File: src/rtl/risc_alu.sv
// ---------------------------------------------------------------------------
// risc_alu
//
// Execute-stage arithmetic/logic unit for the RISC core. Two unsigned
// operands and a 4-bit function select are evaluated combinationally every
// cycle; the result and the carry/borrow/shift-out flag are registered, so
// the unit has exactly one clock of latency and no handshake or enable.
//
// Ports:
//   clk       in   1      rising-edge clock
//   reset     in   1      asynchronous, active-high reset (clears outputs)
//   A         in   WIDTH  operand A (unsigned)
//   B         in   WIDTH  operand B (unsigned, ignored by shifts/rotates)
//   ALU_Sel   in   4      function select
//   ALU_Out   out  WIDTH  registered result
//   CarryOut  out  1      registered carry / borrow / shift-out flag
// ---------------------------------------------------------------------------
module risc_alu #(
    parameter int WIDTH = 8
) (
    input  logic             clk,
    input  logic             reset,
    input  logic [WIDTH-1:0] A,
    input  logic [WIDTH-1:0] B,
    input  logic [3:0]       ALU_Sel,
    output logic [WIDTH-1:0] ALU_Out,
    output logic             CarryOut
);

    typedef enum logic [3:0] {
        OP_ADD  = 4'd0,
        OP_SUB  = 4'd1,
        OP_MUL  = 4'd2,
        OP_DIV  = 4'd3,
        OP_SHL  = 4'd4,
        OP_SHR  = 4'd5,
        OP_ROL  = 4'd6,
        OP_ROR  = 4'd7,
        OP_AND  = 4'd8,
        OP_OR   = 4'd9,
        OP_XOR  = 4'd10,
        OP_NOR  = 4'd11,
        OP_NAND = 4'd12,
        OP_XNOR = 4'd13,
        OP_GT   = 4'd14,
        OP_EQ   = 4'd15
    } alu_op_e;

    localparam logic [WIDTH-1:0] ZERO     = {WIDTH{1'b0}};
    localparam logic [WIDTH-1:0] ONE      = {{(WIDTH-1){1'b0}}, 1'b1};
    localparam logic [WIDTH-1:0] ALL_ONES = {WIDTH{1'b1}};

    alu_op_e            sel_s;
    logic [WIDTH:0]     sum_s;
    logic [WIDTH:0]     diff_s;
    logic [2*WIDTH-1:0] prod_s;
    logic               div_zero_s;
    logic [WIDTH-1:0]   divisor_s;
    logic [WIDTH-1:0]   quot_s;
    logic [WIDTH-1:0]   result_s;
    logic               carry_s;

    assign sel_s = alu_op_e'(ALU_Sel);

    // Shared arithmetic datapath; the extra MSB of sum/diff is carry/borrow.
    always_comb begin
        sum_s      = {1'b0, A} + {1'b0, B};
        diff_s     = {1'b0, A} - {1'b0, B};
        prod_s     = {ZERO, A} * {ZERO, B};
        div_zero_s = (B == ZERO);
        // Divisor is forced non-zero so the divider never sees 0; the
        // divide-by-zero result is substituted in the function mux instead.
        if (div_zero_s) begin
            divisor_s = ONE;
        end else begin
            divisor_s = B;
        end
        quot_s = A / divisor_s;
    end

    // Function select mux: result and flag for the current operands.
    always_comb begin
        result_s = ZERO;
        carry_s  = 1'b0;
        case (sel_s)
            OP_ADD: begin
                result_s = sum_s[WIDTH-1:0];
                carry_s  = sum_s[WIDTH];
            end
            OP_SUB: begin
                result_s = diff_s[WIDTH-1:0];
                carry_s  = diff_s[WIDTH];
            end
            OP_MUL: begin
                result_s = prod_s[WIDTH-1:0];
                carry_s  = |prod_s[2*WIDTH-1:WIDTH];
            end
            OP_DIV: begin
                if (div_zero_s) begin
                    result_s = ALL_ONES;
                    carry_s  = 1'b1;
                end else begin
                    result_s = quot_s;
                    carry_s  = 1'b0;
                end
            end
            OP_SHL: begin
                result_s = {A[WIDTH-2:0], 1'b0};
                carry_s  = A[WIDTH-1];
            end
            OP_SHR: begin
                result_s = {1'b0, A[WIDTH-1:1]};
                carry_s  = A[0];
            end
            OP_ROL:  result_s = {A[WIDTH-2:0], A[WIDTH-1]};
            OP_ROR:  result_s = {A[0], A[WIDTH-1:1]};
            OP_AND:  result_s = A & B;
            OP_OR:   result_s = A | B;
            OP_XOR:  result_s = A ^ B;
            OP_NOR:  result_s = ~(A | B);
            OP_NAND: result_s = ~(A & B);
            OP_XNOR: result_s = ~(A ^ B);
            OP_GT: begin
                if (A > B) begin
                    result_s = ONE;
                end else begin
                    result_s = ZERO;
                end
            end
            OP_EQ: begin
                if (A == B) begin
                    result_s = ONE;
                end else begin
                    result_s = ZERO;
                end
            end
            default: begin
                result_s = ZERO;
                carry_s  = 1'b0;
            end
        endcase
    end

    // Output registers: asynchronous clear, otherwise capture every edge.
    always_ff @(posedge clk or posedge reset) begin
        if (reset) begin
            ALU_Out  <= ZERO;
            CarryOut <= 1'b0;
        end else begin
            ALU_Out  <= result_s;
            CarryOut <= carry_s;
        end
    end

endmodule

File: config.mk
export PLATFORM = sky130hd
export DESIGN_NAME = risc_alu
export DESIGN_NICKNAME = d
export VERILOG_FILES = /design/src/rtl/risc_alu.sv
export SDC_FILE = /design/constraint.sdc
export NUM_CORES = 1
export LEC_CHECK = 0
export ABC_CLOCK_PERIOD_IN_PS = 800
export CORE_MARGIN = 2
export CORE_UTILIZATION = 55
export DETAILED_ROUTE_END_ITERATION = 8
export PLACE_DENSITY = 0.83
export SLEW_MARGIN = 20
export SYNTH_ARGS = -nofsm -noshare
export SYNTH_HDL_FRONTEND = slang
export SYNTH_SLANG_ARGS = --single-unit
File: constraint.sdc
create_clock -name clk -period 0.8 [get_ports clk]
set_input_delay 0.16 -clock clk [delete_from_list [all_inputs] [get_ports clk]]
set_output_delay 0.16 -clock clk [all_outputs]
set_load 0.005 [all_outputs]
==> results of run 1 <==
==> routing by layer <==
layer | global-route usage (%) | overflow
met3 | 49.4 | 0
met1 | 65.7 | 0
met4 | 62.0 | 1
met2 | 84.8 | 1
met5 | 6.19 | 0
==> timing repair <==
| action | 4_1_cts |
|---|---|
| setup endpoints to repair | 18 |
| setup buffers | 33 |
| pin swaps | 60 |
| hold buffers | 0 |
| gates resized for setup | 186 |
==> cell families after synthesis <==
logic type,count (synthesis)
muxes,27
adders and majority gates,132
xor gates and xnor gates,24
AOI/OAI and AO/OA,184
and+or+nand+nor,223
DFF,9
buffers and inverters,126
==> stage by stage <==
step                      worst slack (ns)  hold slack, ns  std cells  setup TNS (ns)
after floorplan                      -8.31         -0.0121        725          -40.56
after global placement               -8.63           0.426       1064          -49.28
after detailed placement             -9.13           0.430       1064          -51.68
after CTS                            -8.10           0.190       1096          -42.62
==> metrics.md, run 1 <==
| Metric | Value |
|---|---|
| Status | `stopped before the end` |
| Stage reached | `5_1_grt` |
| First Err | `[ERROR GRT-0232] Routing congestion too high. Check the congestion heatmap in the GUI.` |
| Avg Cell Area, Syn | `7.61 µm²` |
| Compound-Gate Fraction of Synth Area | `23.7%` |
| Placed cell areas | `around 7600 µm²` |
| H-tree depth | `1` |
| GRT overflow | `2` |
| CTS Buffer Depth | `2` |
| Sink Count | `9` |
| Sequential area share after synthesis | `4.08%` |
| Row count | `36` |
| Worst_ep grt | `ALU_Out[0]$_DFF_PP0_/D` |
| Largest family of logic cells by synthesized area | `adder cells` |
| Number of CTS-inserted buffers | `3` |
| Post-DP HPWL | `17.6 mm` |
| XOR/XNOR Fraction of Synth Area | `3.81%` |
| Synth unique cells | `71` |
| Area leader, netlist | `ha_1` |
| Top cell type's share of synthesized area | `21.3%` |
| Largest net degree at the start of global routing | `15` |
| Die height | `104 µm` |
| Multiplexer area fraction after synthesis | `5.65%` |
| Routability congestion estimate | `slightly above 1` |
| Yosys reg bits | `9` |
| WEP type | `register input` |
| Top-count cell post-synth | `nor2_1` |
| Post-Synth Simple-Gate Area | `18.6%` |
| EDFF count, synth | `0` |
| Syn Std Cell Area | `roughly 5500 µm²` |
| Initial Utilization | `56.4%` |
| Clk Tree Root Cell | `clkbuf_8` |
| Die Width | `104 µm` |
| IO Pins | `31` |
| GRT Total Usage | `about 65%` |
| Top cells by count, synth | `nor2_1 (98), ha_1 (94), inv_1 (89)` |
| Mapped Nets | `879` |
| Post-synthesis adder-cell area fraction | `35.1%` |
| Top cells by area, synth | `ha_1 (21%), fa_1 (14%), nor2_1 (6.7%)` |
| Input/output buffers | `30` |
| Top FF cell, synth | `dfrtp_1` |
| Syn Inst Count | `between 700 and 800` |
| Yosys Warn Count | `0` |
| Ys async rst share | `100%` |
==> inputs of run 2 (changes only) <==
Settings changed: ABC_CLOCK_PERIOD_IN_PS 800 to 1000, CORE_UTILIZATION 55 to 40, PLACE_DENSITY 0.83 to unset, PLACE_DENSITY_LB_ADDON set to 0.15.
Clock period 0.8 ns to 1 ns, I/O delays scaled along.
==> metrics.md, run 2 <==
| Metric | Value |
|---|---|
| Status | `complete, but fails checks (was stopped before the end)` |
| Violated checks | `setup timing` |
| Minimum clock period | `approximately 9.2 ns` |
| Placed cell areas | `7650 µm² (was 7640 µm²)` |
| Max reg flops | `8` |
| Tightest Hold Check Type | `in -> async` |
| Fmax | `109 MHz` |
| Final #Nets | `between 1000 and 1500` |
| CP dominant cell by count | `ha_4` |
| First-pass GRT wire length | `33.5 mm` |
| DR WL/cell | `roughly 19 µm` |
| Leak pwr | `between 4 and 5 nW` |
| Yosys Warn Count | `0 (unchanged)` |
| Avg Cell Area, Syn | `7.61 µm² (unchanged)` |
| Most common cell after layout, fill and taps aside | `buf_4` |
| Top FF cell, synth | `dfrtp_1 (unchanged)` |
| CP max stage delay | `0.56 ns` |
| Worst EP required | `roughly 1.1 ns` |
| # DRC | `0` |
| Initial Utilization | `41.3% (was 56.4%)` |
| Initial antenna violation count | `0` |
| Multi-input gate area | `5370 µm²` |
| Worst-path clk slew | `~0.04 ns` |
| GRT overflow | `0` |
| DR pass1 iterations | `7` |
| Overall power | `roughly 9.6 mW` |
| Ys async rst share | `100% (unchanged)` |
| GRT Total Usage | `29.0%` |
| Mapped Nets | `879 (unchanged)` |
| Yosys reg bits | `9 (unchanged)` |
| Syn Inst Count | `725 (unchanged)` |
| Final wirelength | `about 21 mm` |
| Largest net degree at the start of global routing | `28` |
| Area leader, netlist | `ha_1 (unchanged)` |
| IO Pins | `31 (unchanged)` |
| Top-count cell post-synth | `nor2_1 (unchanged)` |
| Die height | `121 µm (was 104 µm)` |
| Slowest stage cell, crit path | `or4_4` |
| ANT nets after route | `0` |
| Rel. slew slack | `approximately two thirds` |
| Worst slew pin tran | `0.496 ns` |
| Reg area | `225 µm²` |
| Via count | `6396` |
| Pins Over Slew Limit | `0` |
| Post-DP HPWL | `17.3 mm (was 17.6 mm)` |
| Top cell type's share of synthesized area | `21.3% (unchanged)` |
| Setup WS pre-CTS | `-8.71 ns (was -9.13 ns)` |
| Pwr dens | `1150 nW/µm²` |
| Endpoints failing hold | `0` |
| Clk Tree Root Cell | `clkbuf_16 (was clkbuf_8)` |
| Core ar. | `13300 µm²` |
| Final setup fails | `9` |
| Worst Path Arrival | `9.25 ns` |
| Synth unique cells | `71 (unchanged)` |
| Row count | `42 (was 36)` |
| Setup WS post-layout | `-8.15 ns` |
| N_diodes | `0` |
| Biggest register | `ALU_Out` |
| Top cells by count, synth | `nor2_1 (98), ha_1 (94), inv_1 (89) (unchanged)` |
| Number of CTS-inserted buffers | `3 (unchanged)` |
| Placed Instances | `1101 (was 1064)` |
| VDD IR max | `1.54 mV` |
| Vias/cell | `between 5 and 6` |
| Hold Buf Count CTS | `0 (unchanged)` |
| CTS Buffer Depth | `2 (unchanged)` |
| RSZ-0062 raised after global routing | `true` |
| CTS tree | `done` |
| Die footprint | `approximately 15000 µm²` |
| Critical path class | `in -> reg` |
| Input/output buffers | `30 (unchanged)` |
| H-tree depth | `1 (unchanged)` |
| Fin crit share | `915%` |
| Die Width | `121 µm (was 104 µm)` |
| Top flop regs | `ALU_Out (8), CarryOut (1)` |
| Commonest non-fill, non-tap cells in the layout | `buf_4 (215), nor2_1 (88), inv_1 (79)` |
| Fill cells | `1191` |
| Post-route insts no fill | `1136` |
| EDFF count, synth | `0 (unchanged)` |
| Post-layout util | `62.6%` |
| Syn Std Cell Area | `5510 µm² (unchanged)` |
| Sink Count | `9 (unchanged)` |
| Fin area | `~8400 µm²` |
| Vias in the first global route | `6442` |
| Worst hold margin | `~0.22 ns` |
| Top cells by area, synth | `ha_1 (21%), fa_1 (14%), nor2_1 (6.7%) (unchanged)` |
| Area growth syn-to-layout | `51.5%` |
| Setup crit end kind | `flip-flop` |
| Sequential area share after synthesis | `4.08% (unchanged)` |
| Startpoint types | `input pin` |
| Worst Path Max Fanout | `6` |
| Routability congestion estimate | `0.934 (was 1.03)` |
| Fraction of layout cells with a size suffix above 1 | `37.8%` |
| Max-cap viol count | `0` |
| Setup_tns | `-41.26 ns` |
| DRT iter0 DRCs | `448` |
-- run 2: final cells by class --
type | instances | area share, %
sequential | 9 | 2.70
inverter | 93 | 4.37
tap | 176 | 2.64
clock buffer | 4 | 0.944
multi-input combinational | 590 | 64.2
timing repair buffer | 264 | 25.1
-- run 2: cells by family (layout without fill, tap and decap cells) --
family | Yosys count | in the layout | share of synthesized area [%]
mux | 27 | 27 | 5.65
fa+ha+maj | 132 | 132 | 35.1
simple gates | 223 | 223 | 18.6
compound gates | 184 | 184 | 23.7
flops | 9 | 9 | 4.08
xor+xnor | 24 | 24 | 3.81
buf+inv | 126 | 361 | 9.03
-- run 2: timing repair --
item / in CTS / in global routing
pin swaps: 61 / 53
buffers inserted: 23 / 10
gates resized for setup: 121 / 41
setup endpoints to repair: 18 / 15
-- run 2: path summary, 6_finish.rpt --
path                        from          to  slack (ns)  cells after the start
setup / recovery            B[3]  ALU_Out[0]       -8.15                     44
hold / removal             reset  ALU_Out[4]        0.22                      2
max in group asynchronous  reset  ALU_Out[3]        0.54                      2
min in group clk            B[0]  ALU_Out[7]        0.78                      5
-- run 2: power by group --
group	leakage, nW	internal, mW	total, mW	switching, mW
sequential	0.112	0.423	0.438	0.0144
combinational	3.91	4.28	8.47	4.19
clock	0.0382	0.531	0.693	0.161
-- run 2: routing by layer --
metal	share of wire, %	track usage, %
met1	44	38.7
met2	48	50.1
met5	0	0
met3	5.1	2.21
met4	3.2	8.19
-- run 2: worst max-delay path: cells and delay by family --
| family | cells | cell delay [ns] |
|---|---|---|
| multiplexers | 3 | 0.95 |
| buffers and inverters | 2 | 0.22 |
| AND/OR/NAND/NOR | 6 | 1.15 |
| AO/OA/AOI/OAI | 25 | 4.70 |
| adder cells (fa/ha/maj) | 7 | 1.88 |
| XOR/XNOR | 1 | 0.15 |
No activity file was read; power rests on OpenSTA's default activity.
==> patch (settings of run 2) <==
Make the reset (`reset`) synchronous in one clocked block. Comments in the files are not updated.
--- a/src/rtl/risc_alu.sv
+++ b/src/rtl/risc_alu.sv
@@ -142,7 +142,7 @@
     end
 
     // Output registers: asynchronous clear, otherwise capture every edge.
-    always_ff @(posedge clk or posedge reset) begin
+    always_ff @(posedge clk) begin
         if (reset) begin
             ALU_Out  <= ZERO;
             CarryOut <= 1'b0;
Function: differs if reset is asserted again (counterexample within 4 cycles, from zero or initial values and one cycle with reset high); with reset held inactive, the same outputs for 10 cycles.
==> patch against run 2 <==
  * The flow still finishes with violations (negative setup slack)
  * Worst hold slack improved by 0.61 ns
  * Non-clock buffer count is 55 higher
  * Synthesized area decreased by 1.7%
  * Critical path depth grew 2
  * Sequential cell count is the same
  * Worst setup slack better by 0.015 ns
  * Total power rose by 4.3%
  * Die area down 1.6%
  * Routed wire length is 6.9% higher
  * Design area grew 7.1%
  * Highest routed layer unchanged
==> patch: results (changes against run 2) <==
CTS resizes -> 98 (was 121)
slowest cell on the critical path -> or4b_4 (was or4_4)
clock power share -> 7.7% (was 7.2%)
Post-Synth XOR/XNOR Area -> 5.654% (was 3.812%)
met1 Use GR -> 37.91% (was 38.66%)
first-pass GRT wire length -> 33,910 µm (was 33,480 µm)
pin count of the biggest net entering global routing -> 20 (was 28)
Worst VDD drop -> 1.198 mV (was 1.543 mV)
failing checks -> negative setup slack (unchanged)
crit path DAT -> 9.26 ns (was 9.25 ns)
GR Layer Usage met2 -> 51.13% (was 50.14%)
post-DR wirelength/cell -> 18.97 µm (was 18.53 µm)
share of cells above drive strength 1 -> 43.56% (was 37.81%)
Starting DRT DRC Count -> 444 (was 448)
post-CTS setup buffer count -> 21 (was 23)
met3 wire length -> 1218 µm (was 1080 µm)
Final setup viols -> 9 (unchanged)
P_leak -> 4.292 nW (was 4.062 nW)
DR WL met2 -> 10,830 µm (was 10,110 µm)
compound-gate portion of the synthesized area -> 22.50% (was 23.69%)
asr flop ratio synth -> 0% (was 100.0%)
vias per std cell -> 5.551 (was 5.630)
Synth top cells by count -> ha_1 (94), nor2_1 (83), inv_1 (79) (was nor2_1 (98), ha_1 (94), inv_1 (89))
mux contribution to synthesized area -> 4.823% (was 5.650%)
Filler cells -> 1,113 (was 1,191)
met3 Resource Use GR -> 3.632% (was 2.209%)
Post-Synth Adder-Cell Area -> 35.73% (was 35.13%)
Main synth FF type -> dfxtp_1 (was dfrtp_1)
final setup margin -> -8.137 ns (was -8.153 ns)
syn nets -> 873 (was 879)
max incr delay on CP -> 0.54 ns (was 0.56 ns)
M1 wire length -> 9495 µm (was 9185 µm)
switching share of power -> 44.39% (was 45.51%)
nets@finish -> 1,165 (was 1,115)
post-DP HPWL -> 17,160 µm (was 17,330 µm)
status -> complete, but fails checks (unchanged)
[patch: changes by cell type after synthesis, moves of 8 or more]
cell	run 2	this run
nor2_1	98	83
inv_1	89	79
dfrtp_1	9	0
dfxtp_1	0	9
xnor2_1	15	24
mux2i_1	15	7
nor2b_1	6	14
[patch: through the flow]
stage	util, %	instance area [µm²]	setup TNS, ns	std cells	setup WS [ns]
after floorplan	-	5640	-40.05	719	-7.956
after global placement	58.89	7799	-47.66	1127	-8.646
after detailed placement	58.89	7799	-48.68	1127	-8.877
after CTS	62.27	8247	-41.40	1150	-8.024
after global routing	67.58	8950	-45.29	1186	-8.497
final	67.58	8950	-43.59	1186	-8.137
[patch: worst max-delay path: cells and delay by family]
family,cells,cell delay (ns)
adder cells (fa/ha/maj),7,1.66
buffers and inverters,8,1.03
AO/OA/AOI/OAI,20,3.37
multiplexers,3,0.94
AND/OR/NAND/NOR,8,2.04
[patch: how the worst max path moves through the flow]
stage	from	cells past startpoint	slack, ns	end
final	B[7]	46	-8.14	ALU_Out[0]$_SDFF_PP0_
after global routing	B[7]	44	-8.50	ALU_Out[0]$_SDFF_PP0_
after CTS	B[7]	42	-8.02	ALU_Out[0]$_SDFF_PP0_
after detailed placement	B[4]	40	-8.88	ALU_Out[0]$_SDFF_PP0_
after global placement	B[4]	42	-8.65	ALU_Out[0]$_SDFF_PP0_
after floorplan	B[4]	41	-7.96	ALU_Out[0]$_SDFF_PP0_
[patch: layout make-up]
| cell class | instances | area, µm² | share of cell area (%) |
|---|---|---|---|
| multi-input cells | 596 | 5542 | 61.92 |
| repair buffers | 319 | 2611 | 29.18 |
| clock buffers | 4 | 78.83 | 0.8807 |
| well taps | 176 | 220.2 | 2.461 |
| flip-flops and latches | 9 | 180.2 | 2.013 |
| inverters | 82 | 317.8 | 3.551 |
